[src/rtl/fft64_reorder.sv]
// fft64_reorder
// Output-side reader for the fft64 core. FFT results arrive in bit-reversed
// bin order; this block buffers each 64-point frame in one bank of a ping-pong
// memory and re-emits it in natural bin order from the other bank.
//
// Timing: when the last word of a frame is accepted at edge t, the frame's
// full flag is visible during the following cycle, the reader enters DRAIN at
// edge t+1, and bin k leaves the output register at edge t+2+k.
// A drain that ends while the other bank is already full rolls straight into
// that bank, so continuous input gives continuous output.

module fft64_reorder #(
    parameter int W    = 11,  // real/imag sample width (two's complement)
    parameter int N    = 64,  // points per frame (power of 2)
    parameter int LOGN = 6    // log2(N)
) (
    input  logic            CLK,
    input  logic            RST,
    input  logic            valid_b,
    input  logic [W-1:0]    br,
    input  logic [W-1:0]    bi,
    output logic            valid_c,
    output logic [W-1:0]    cr,
    output logic [W-1:0]    ci,
    output logic [LOGN-1:0] idx,
    output logic            sof,
    output logic            eof
);

    // Reader states.
    localparam logic [0:0] S_IDLE  = 1'b0;
    localparam logic [0:0] S_DRAIN = 1'b1;

    // Address of the last bin in a frame.
    localparam logic [LOGN-1:0] LAST = LOGN'(N - 1);

    // Mirror the LOGN address bits: natural bin k lives at address bitrev(k).
    function automatic logic [LOGN-1:0] bitrev(input logic [LOGN-1:0] a);
        logic [LOGN-1:0] r;
        r = '0;
        for (int b = 0; b < LOGN; b++) begin
            r[b] = a[LOGN-1-b];
        end
        return r;
    endfunction

    // ------------------------------------------------------------------
    // Storage: two banks of N complex words, addressed as {bank, addr}.
    // ------------------------------------------------------------------
    logic [2*W-1:0] r_mem [0:2*N-1];

    // Write side
    logic [LOGN-1:0] r_wcnt;
    logic            r_wbank;
    logic            w_wr_en;
    logic            w_wrap;

    // Bank-full flags, one per bank
    logic [1:0]      r_full;

    // Read side
    logic [0:0]      r_state;
    logic            r_rbank;
    logic [LOGN-1:0] r_rcnt;
    logic [0:0]      w_state_nx;
    logic            w_rbank_nx;
    logic [LOGN-1:0] w_rcnt_nx;
    logic            w_rd_done;
    logic [LOGN:0]   w_raddr;

    // Output registers
    logic            r_valid_c;
    logic [W-1:0]    r_cr;
    logic [W-1:0]    r_ci;
    logic [LOGN-1:0] r_idx;
    logic            r_sof;
    logic            r_eof;

    // Words presented while reset is asserted are ignored.
    assign w_wr_en   = valid_b & ~RST;
    assign w_wrap    = w_wr_en && (r_wcnt == LAST);
    assign w_rd_done = (r_state == S_DRAIN) && (r_rcnt == LAST);
    assign w_raddr   = {r_rbank, bitrev(r_rcnt)};

    // Store each accepted input word at the current write address.
    // NOTE: the buffer has no reset; every location is written before the
    // reader can reach it, and leaving it out keeps the array mappable to RAM.
    always_ff @(posedge CLK) begin
        if (w_wr_en) begin
            r_mem[{r_wbank, r_wcnt}] <= {br, bi};
        end
    end

    // Advance the write address on each accepted word; flip bank on wrap.
    // NOTE: all state registers use non-blocking assignment so every block
    // sees the pre-edge values and simulation matches the synthesised flops.
    always_ff @(posedge CLK) begin
        if (RST) begin
            r_wcnt  <= '0;
            r_wbank <= 1'b0;
        end else if (valid_b) begin
            r_wcnt <= r_wcnt + 1'b1;
            if (r_wcnt == LAST) begin
                r_wbank <= ~r_wbank;
            end
        end
    end

    // Mark a bank full when its last word lands; release it after its last read.
    always_ff @(posedge CLK) begin
        if (RST) begin
            r_full <= '0;
        end else begin
            for (int b = 0; b < 2; b++) begin
                if (w_wrap && (r_wbank == 1'(b))) begin
                    r_full[b] <= 1'b1;
                end else if (w_rd_done && (r_rbank == 1'(b))) begin
                    r_full[b] <= 1'b0;
                end
            end
        end
    end

    // Reader next-state: start on any full bank, chain into the other bank
    // at the end of a drain if it has filled in the meantime.
    // NOTE: every output of this block gets a default first, so no path can
    // leave a signal unassigned and infer a latch.
    always_comb begin
        w_state_nx = r_state;
        w_rbank_nx = r_rbank;
        w_rcnt_nx  = r_rcnt;
        case (r_state)
            S_IDLE: begin
                if (|r_full) begin
                    w_state_nx = S_DRAIN;
                    // With both banks full the write pointer sits on the
                    // older one; otherwise the full bank is the one just left.
                    w_rbank_nx = r_full[r_wbank] ? r_wbank : ~r_wbank;
                    w_rcnt_nx  = '0;
                end
            end
            S_DRAIN: begin
                w_rcnt_nx = r_rcnt + 1'b1;
                if (r_rcnt == LAST) begin
                    if (r_full[~r_rbank]) begin
                        w_rbank_nx = ~r_rbank;
                    end else begin
                        w_state_nx = S_IDLE;
                    end
                end
            end
            default: begin
                w_state_nx = S_IDLE;
            end
        endcase
    end

    // Reader state register.
    always_ff @(posedge CLK) begin
        if (RST) begin
            r_state <= S_IDLE;
            r_rbank <= 1'b0;
            r_rcnt  <= '0;
        end else begin
            r_state <= w_state_nx;
            r_rbank <= w_rbank_nx;
            r_rcnt  <= w_rcnt_nx;
        end
    end

    // Register the read word and its frame markers; data holds when idle.
    always_ff @(posedge CLK) begin
        if (RST) begin
            r_valid_c <= 1'b0;
            r_cr      <= '0;
            r_ci      <= '0;
            r_idx     <= '0;
            r_sof     <= 1'b0;
            r_eof     <= 1'b0;
        end else if (r_state == S_DRAIN) begin
            r_valid_c    <= 1'b1;
            {r_cr, r_ci} <= r_mem[w_raddr];
            r_idx        <= r_rcnt;
            r_sof        <= (r_rcnt == '0);
            r_eof        <= (r_rcnt == LAST);
        end else begin
            r_valid_c <= 1'b0;
            r_sof     <= 1'b0;
            r_eof     <= 1'b0;
        end
    end

    assign valid_c = r_valid_c;
    assign cr      = r_cr;
    assign ci      = r_ci;
    assign idx     = r_idx;
    assign sof     = r_sof;
    assign eof     = r_eof;

endmodule

[config.mk]
export PLATFORM = sky130hd
export DESIGN_NAME = fft64_reorder
export DESIGN_NICKNAME = d
export VERILOG_FILES = /design/src/rtl/fft64_reorder.sv
export SDC_FILE = /design/constraint.sdc
export NUM_CORES = 2
export LEC_CHECK = 0
export CORE_MARGIN = 1
export CORE_UTILIZATION = 29
export DETAILED_ROUTE_END_ITERATION = 16
export GPL_ROUTABILITY_DRIVEN = 1
export PLACE_DENSITY = 0.55
export SLEW_MARGIN = 0
export SYNTH_ARGS = -nofsm -noshare
export SYNTH_HDL_FRONTEND = slang
export SYNTH_SLANG_ARGS = --single-unit
[constraint.sdc]
create_clock -name CLK -period 8.8 [get_ports CLK]
set_input_delay 1.32 -clock CLK [delete_from_list [all_inputs] [get_ports CLK]]
set_output_delay 1.32 -clock CLK [all_outputs]
set_load 0.05 [all_outputs]
; Word-level counts from Yosys, hierarchy flattened
; Memories as Yosys holds them, arrays and structs flattened. A register that Yosys moved wholly into a read port is not among the register bits.
; Index checks and enable logic that the tools add are counted.
[totals]
ff_bits = 26
mem_bits_rw = 2816
input_bits = 25
out_inout_bits = 31
elab_cells = 61
mem_count = 1
[memory_table]
columns = name, depth, width, rd, rd_clocked_by_memory_dff, wr, line_no
row1 = r_mem, 128, 22, 1, 1, 1, 50  ; logic [2*W-1:0] r_mem [0:2*N-1];
[op_classes]
add_sub_neg = 2
order_cmp = 2
eq_ne = 5
muxes = 22
n_bitwise = 5
reduce_logical = 13
[ops]
columns = operator, n
row1 = $mux 1, 18
row2 = $add 6x1->6 const B, 2
row3 = $eq 6x6->1 const B, 2
row4 = $pmux 6 s2, 1
row5 = $logic_and 1x1->1, 6
row6 = $logic_not 6->1, 1
row7 = $mux 6, 1
row8 = $lt 1x2->1 const B, 2
row9 = $ne 2x1->1 const B, 2
row10 = $not 1->1, 4
row11 = $pmux 1 s2, 2
row12 = $reduce_bool 2->1, 2
row13 = $reduce_or 2->1, 2
row14 = $reduce_and 3->1, 1
row15 = $ne 2x2->1 const B, 1
row16 = $reduce_and 2->1, 1
row17 = $and 1x1->1, 1

; Logic depth before layout (Yosys ltp)
[logic_depth]
word_depth = 6
mapped_depth = 13
depth_no_buf = 6

; Worst setup path before layout
; Ideal clock, no wire load.
[synth_path]
path_kind = in2reg
startpoint = input port valid_b
endpoint = memory r_mem[127][0] (netlist name) (enable)
setup_time_ps = 401
t_arrival_ps = 3362
required_ps = 8399
setup_slack_ps = 5037
cell_stages = 6
path_buffers = 3
path_cell_list = clkbuf_1 -> nand4_1 -> or2_2 -> clkbuf_1 -> clkbuf_1 -> nor2_1
[synth_via]
elab_chain_cells = 3
[synth_rtl]
columns = item, line_no
row1 = "start, declared", 19  ; input logic valid_b,
row2 = $and 1x1->1, 80  ; assign w_wr_en = valid_b & ~RST;
row3 = $mux 1, 89  ; if (w_wr_en) begin
row4 = $mux 1 (not written as such), 90  ; r_mem[{r_wbank, r_wcnt}] <= {br, bi};
row5 = "end, declared", 50
; No other way between the ends.

==> flow_metrics.env <==
export IMPL_globalRouteOverflowTotal=0
export IMPL_rsz0062_at_grt="no"
export IMPL_finalMaxSlewViolations=0
export IMPL_syn_area_per_cell_um2=20.89
export IMPL_cts_hold_buffers_added=0
export IMPL_synth_fp_nets=5316
export IMPL_failed_checks="capacitance limit"
export IMPL_via_per_inst=5.094
export IMPL_cap_violations=1
export IMPL_crit_fanout=82
export IMPL_peakVddDrop_uv=146.3
export IMPL_p_sw_share_pct=20.00
export IMPL_io_pins=56
export IMPL_routedWlPerCell_um=28.46
export IMPL_clkTransAtPathRegs_ns=0.06
export IMPL_synth_seq_cells=2864
export IMPL_power_density_mw_per_mm2=216.8
export IMPL_htree_levels=5
export IMPL_vias=55170
export IMPL_grt_pass1_wl_um=430700
export IMPL_grt_pass1_vias=55150
export IMPL_grt_max_degree=119
export IMPL_drc=0
export IMPL_worst_setup_path_start_kind="flip-flop"
export IMPL_die_area_mm2=0.3835
export IMPL_comb_power_share_pct=1.2
export IMPL_synth_cell_types=45
export IMPL_clk_latency_ns=0.89
export IMPL_cts_made_buffers=306
export IMPL_fp_dieH_um=619.2
export IMPL_p_seq_share_pct=54.3
export IMPL_synth_edf_count=2816
export IMPL_slowest_stage="nor3_1"
export IMPL_fmax_mhz=198.7
export IMPL_intPower_mw=22.10
export IMPL_final_min_clock_period_ns=5.033
export IMPL_yosysSeqAreaShare_pct=77.41
export IMPL_min_period_over_period_pct=57.19
export IMPL_slew_headroom_pct=0.8081
export IMPL_cts_buffer_depth=4
export IMPL_num_rows=226
export IMPL_crit_required_ns=9.46
export IMPL_cpPeakStageDelay_ns=1.11
export IMPL_hold_viol=0
export IMPL_start_util_pct=29.14
export IMPL_core_area_mm2=0.3792
export IMPL_worstMarginPinSlew_ns=1.477
export IMPL_clock_sinks=2864
export IMPL_dieWidth_um=619.2
export IMPL_endpoint_kind="flip-flop"
export IMPL_postSynthCellCount=5288
export IMPL_worst_slack_ns=3.767
export IMPL_synthArstFlopShare_pct=0
export IMPL_status="finished with violations"
export IMPL_finalClockSkew_ns=0.07670
export IMPL_synthesis_area_mm2=0.1105
export IMPL_postCtsSetupBuffers=0
export IMPL_gp_congestion=0.8161
export IMPL_min_delay_path_class="reg -> reg"
export IMPL_place_ws_ns=3.766
export IMPL_layout_common_cells="edfxtp_1, mux2i_1, mux4_2"
export IMPL_total_power_mw=27.63
export IMPL_first_iter_violations=6421
export IMPL_p_leak_nw=36.70
export IMPL_final_common_cell="edfxtp_1"
export IMPL_antenna_found_initial=30
export IMPL_firstDrtPassIters=5
export IMPL_cts_root_buf="clkbuf_16"
export IMPL_dp_hpwl_um=172600
export IMPL_wl_um=308200
export IMPL_nNetsFinal=5608
export IMPL_synth_flop_cell="edfxtp_1"
export IMPL_drive_gt1_share_pct=23.82
export IMPL_portBuffers=55
export IMPL_syn2layout_area_growth_pct=15.34
export IMPL_p_sw_mw=5.527
export IMPL_path_class="reg -> reg"
export IMPL_worstPathArrival_ns=5.69
export IMPL_path_cells="buf_12 > nor2b_4 > buf_4 > buf_4 > a22oi_1 > a21oi_1 > a2111oi_0 > buf_4 > nor3_1 > a2111oi_2"
export IMPL_cp_common_cell="buf_4"
export IMPL_p_clk_share_pct=44.5
export IMPL_ant_nets=0
export IMPL_utilization_pct=33.61
export IMPL_cts_tree="built"
export IMPL_yosys_warnings=0
export IMPL_setup_tns_final_ns=0
export IMPL_grt_use_total_pct=15.75
export IMPL_cts_resized=0
export IMPL_finalSetupViolations=0
-- stage by stage --
stage                     area [µm²]  hold slack (ns)  std cells
after floorplan               110500           0.5336       5288
after global placement        117900           0.5105      10290
after detailed placement      117900           0.5190      10290
after CTS                     127400           0.5328      10820
after global routing          127400           0.5437      10820
final                         127400           0.5222      10830
-- per-layer routing --
layer / track usage (%) / wire (µm) / vias up
met5: 0 / 64 / -
met4: 4.602 / 8500 / 10
met3: 2.658 / 21910 / 399
met2: 25.44 / 147100 / 2130
met1: 21.80 / 130600 / 30020
li1: - / - / 22610
-- cell type report --
cell class | count | area (µm²)
antenna | 10 | 25.02
fill | 35270 | 251800
tap | 5016 | 6276
multi-input combinational | 2080 | 23590
clock buffer | 377 | 8079
inverter | 25 | 93.84
clock inverter | 154 | 1356
sequential | 2864 | 85540
timing repair buffer | 303 | 2476
-- registers in the layout (all words and copies together), names as in the netlist, 2 cells and up --
register  flops
r_mem      2816
ci           11
cr           11
idx           6
r_rcnt        6
r_wcnt        6
r_full        2
-- kinds of logic after synthesis --
family	after synthesis	share of synthesized area [%]
DFF	2864	77.41
AOI/OAI and AO/OA	493	3.166
muxes	1068	15.60
and+or+nand+nor	508	2.110
adders and majority gates	3	0.03398
xor gates and xnor gates	8	0.06342
buffers and inverters	344	1.625
-- cell usage after synthesis (5+ instances only) --
| master | n | share of area, % |
|---|---|---|
| nand4_1 | 41 | 0.23 |
| buf_6 | 18 | 0.18 |
| a22oi_1 | 202 | 1.4 |
| buf_4 | 49 | 0.33 |
| or3b_2 | 7 | 0.055 |
| mux2i_1 | 538 | 4.9 |
| a21oi_1 | 103 | 0.47 |
| nor2_1 | 219 | 0.74 |
| mux2_2 | 8 | 0.082 |
| buf_1 | 17 | 0.058 |
| a221oi_1 | 24 | 0.19 |
| nand3_1 | 59 | 0.27 |
| inv_1 | 24 | 0.082 |
| a31oi_1 | 25 | 0.14 |
| o22ai_1 | 6 | 0.034 |
| a2111oi_0 | 42 | 0.33 |
| xor2_1 | 5 | 0.040 |
| a211oi_1 | 23 | 0.16 |
| mux4_2 | 522 | 11 |
| nand3b_1 | 6 | 0.041 |
| nand2_1 | 79 | 0.27 |
| edfxtp_1 | 2816 | 77 |
| nor2b_1 | 33 | 0.19 |
| clkbuf_1 | 139 | 0.47 |
| buf_2 | 91 | 0.41 |
| dfxtp_1 | 48 | 0.87 |
| nor3_1 | 48 | 0.22 |
| o21ai_0 | 46 | 0.21 |
| a2111oi_2 | 16 | 0.22 |
-- power by group through the flow --
| stage | registers [mW] | logic [mW] | clock network (mW) |
|---|---|---|---|
| 3_5_place_dp | 15.3 | 0.338 | 0 |
| 6_report | 15.0 | 0.332 | 12.3 |
| 2_1_floorplan | 15.3 | 0.0396 | 0 |
| 5_1_grt | 15.0 | 0.354 | 13.0 |
| 3_3_place_gp | 15.3 | 0.320 | 0 |
| 4_1_cts | 15.0 | 0.339 | 12.5 |
-- path summary, 6_finish.rpt --
path,from,cells past startpoint,slack (ns),endpoint
max,r_rcnt[5]$_SDFFE_PP0P_,10,3.77,ci[8]$_SDFFE_PP0P_
min,idx[0]$_SDFFE_PP0P_,2,0.52,idx[0]$_SDFFE_PP0P_
max reg2reg,r_rcnt[5]$_SDFFE_PP0P_,10,3.77,ci[8]$_SDFFE_PP0P_
min reg2reg,idx[0]$_SDFFE_PP0P_,2,0.52,idx[0]$_SDFFE_PP0P_
-- worst max-delay path: cells and delay by family, from the launching register on --
kind	cells	cell delay, ns
DFF	1	0.70
AOI/OAI and AO/OA	4	0.61
buffers and inverters	4	1.99
and+or+nand+nor	2	1.37
No activity file was read; power rests on OpenSTA's default activity.
==> RTL change (same flow settings) <==
The parameter `LOGN` goes from 6 to 5.
--- a/src/rtl/fft64_reorder.sv
+++ b/src/rtl/fft64_reorder.sv
@@ -12,7 +12,7 @@
 module fft64_reorder #(
     parameter int W    = 11,  // real/imag sample width (two's complement)
     parameter int N    = 64,  // points per frame (power of 2)
-    parameter int LOGN = 6    // log2(N)
+    parameter int LOGN = 5    // log2(N)
 ) (
     input  logic            CLK,
     input  logic            RST,
Ports: changed (resized idx); port bits go from 56 to 55. No check against the original RTL was run, so the function may have changed too.
==> RTL change against the unedited design <==
  * Total power decreased by 51%
  * Global-route usage decreased by 0.46 points
  * Worst hold slack got worse by 0.027 ns
  * Sequential share of layout area increased by 0.25 points
  * Sequential cell count decreased by 1411
  * Final cell count decreased by 49%
  * Synthesized cell count decreased by 48%
  * Area after synthesis decreased by 49%
  * Final area decreased by 50%
  * Sequential power decreased by 49%
  * Setup slack improved by 0.98 ns
  * Wire length decreased by 51%
==> RTL change: results (changes against the unedited design) <==
critPathMaxStageDelay_ns: 0.84  # -0.27 ns
grt_pass1_vias: 27333  # -50%
dp_worst_setup_slack_ns: 4.76  # +0.996 ns
post_synth_num_cell_types: 42  # -6.7%
setup.reg_to_reg.worst_slack_ns: 4.75  # +0.98 ns
synth_common_cells: "1,408 x sky130_fd_sc_hd__edfxtp_1, 271 x sky130_fd_sc_hd__mux2i_1, 241 x sky130_fd_sc_hd__mux4_2, 240 x sky130_fd_sc_hd__nor2_1, 86 x sky130_fd_sc_hd__o22ai_1"
post_detail_place_hpwl_um: 83900  # -51%
cpLargestDelayFamily: "simple AND/OR/NAND/NOR gates"
grt_util_all_layers_pct: 15.3  # -0.46 points
drt_iter0_markers: 3073  # -52%
initial_antenna_violation_count: 7  # -77%
worst_r2r_endpoint: "cr[6]"
run_status: "complete, no violations"
synthXorXnorAreaFrac_pct: 0.0940  # +0.031 points
fmax_mhz: 247  # +24%
wl_um: 150000  # -51%
vdd_ir_drop_max_mv: 0.148  # +1.4%
cp.arrival_ns: 4.73  # -0.96 ns
netSwitchingPower_mw: 2.75  # -50%
rr_worst_depth: 7  # -3
worst_path_max_delay_cell: "sky130_fd_sc_hd__nand3b_1"
nNetsFinal: 2951  # -47%
r2r_start: "r_rcnt[1]"
total_cell_area_at_the_placement_stage_sq_um: 59800  # -49%
post_synth_edffs: 1408  # -50%
groute.layer.met2.usage_pct: 24.6  # -0.81 points
slew-limit-headroom_pct: 14.7  # +14 points
static-leakage-power_nw: 18.8  # -49%
clockBufferDepth: 3  # -1
grt_use_met1_pct: 21.4  # -0.35 points
grtUsageMet3_pct: 2.32  # -0.34 points
cts-buffers-inserted: 142  # -54%
fin_skew_ns: 0.0251  # -0.0516 ns
grt_first_pass_wirelength_um: 212000  # -51%
grt_max_degree: 124  # +4.2%
[RTL change: cell count changes in the layout (fill, tap and decap cells not counted), moves of 64 or more]
cell,change
sky130_fd_sc_hd__mux2i_1,-267
sky130_fd_sc_hd__o22ai_1,+80
sky130_fd_sc_hd__a22oi_1,-201
sky130_fd_sc_hd__a211o_1,+64
sky130_fd_sc_hd__clkbuf_16,-164
sky130_fd_sc_hd__nor2_1,+86
sky130_fd_sc_hd__a21oi_1,-72
sky130_fd_sc_hd__mux4_2,-281
sky130_fd_sc_hd__edfxtp_1,-1408
sky130_fd_sc_hd__buf_4,-146
[RTL change: per-stage QoR]
step           util (%)  instances  power [mW]  hold WS, ns
5_1_grt            33.6       5542        13.9        0.539
6_report           33.6       5545        13.5        0.496
2_1_floorplan         -       2760        7.77        0.504
4_1_cts            33.6       5542        13.6        0.502
3_5_place_dp       31.3       5287        7.93        0.485
3_3_place_gp       31.3       5286        7.93        0.480
[RTL change: final cells by class]
type,instances,area [sq um]
inverters,3,11.3
clock inverters,69,498
clock buffers,186,3830
flip-flops and latches,1453,43200
fillers,17824,127000
well taps,2511,3140
diodes,3,7.51
multi-input cells,1147,12100
repair buffers,173,1380
[RTL change: worst max path at each step]
stage	startpoint	endpoint
3_3_place_gp	r_rcnt[4]	ci[8]
4_1_cts	r_rcnt[1]	cr[6]
2_1_floorplan	valid_b	r_mem[60][0]
6_report	r_rcnt[1]	cr[6]
3_5_place_dp	r_rcnt[1]	cr[6]
5_1_grt	r_rcnt[1]	cr[6]
[RTL change: routing by layer]
| layer | routed length [um] | part of all wire [%] |
|---|---|---|
| met3 | 8620 | 5.8 |
| met5 | 14 | 0.0094 |
| met1 | 65500 | 44 |
| met4 | 3300 | 2.2 |
| met2 | 72200 | 48 |
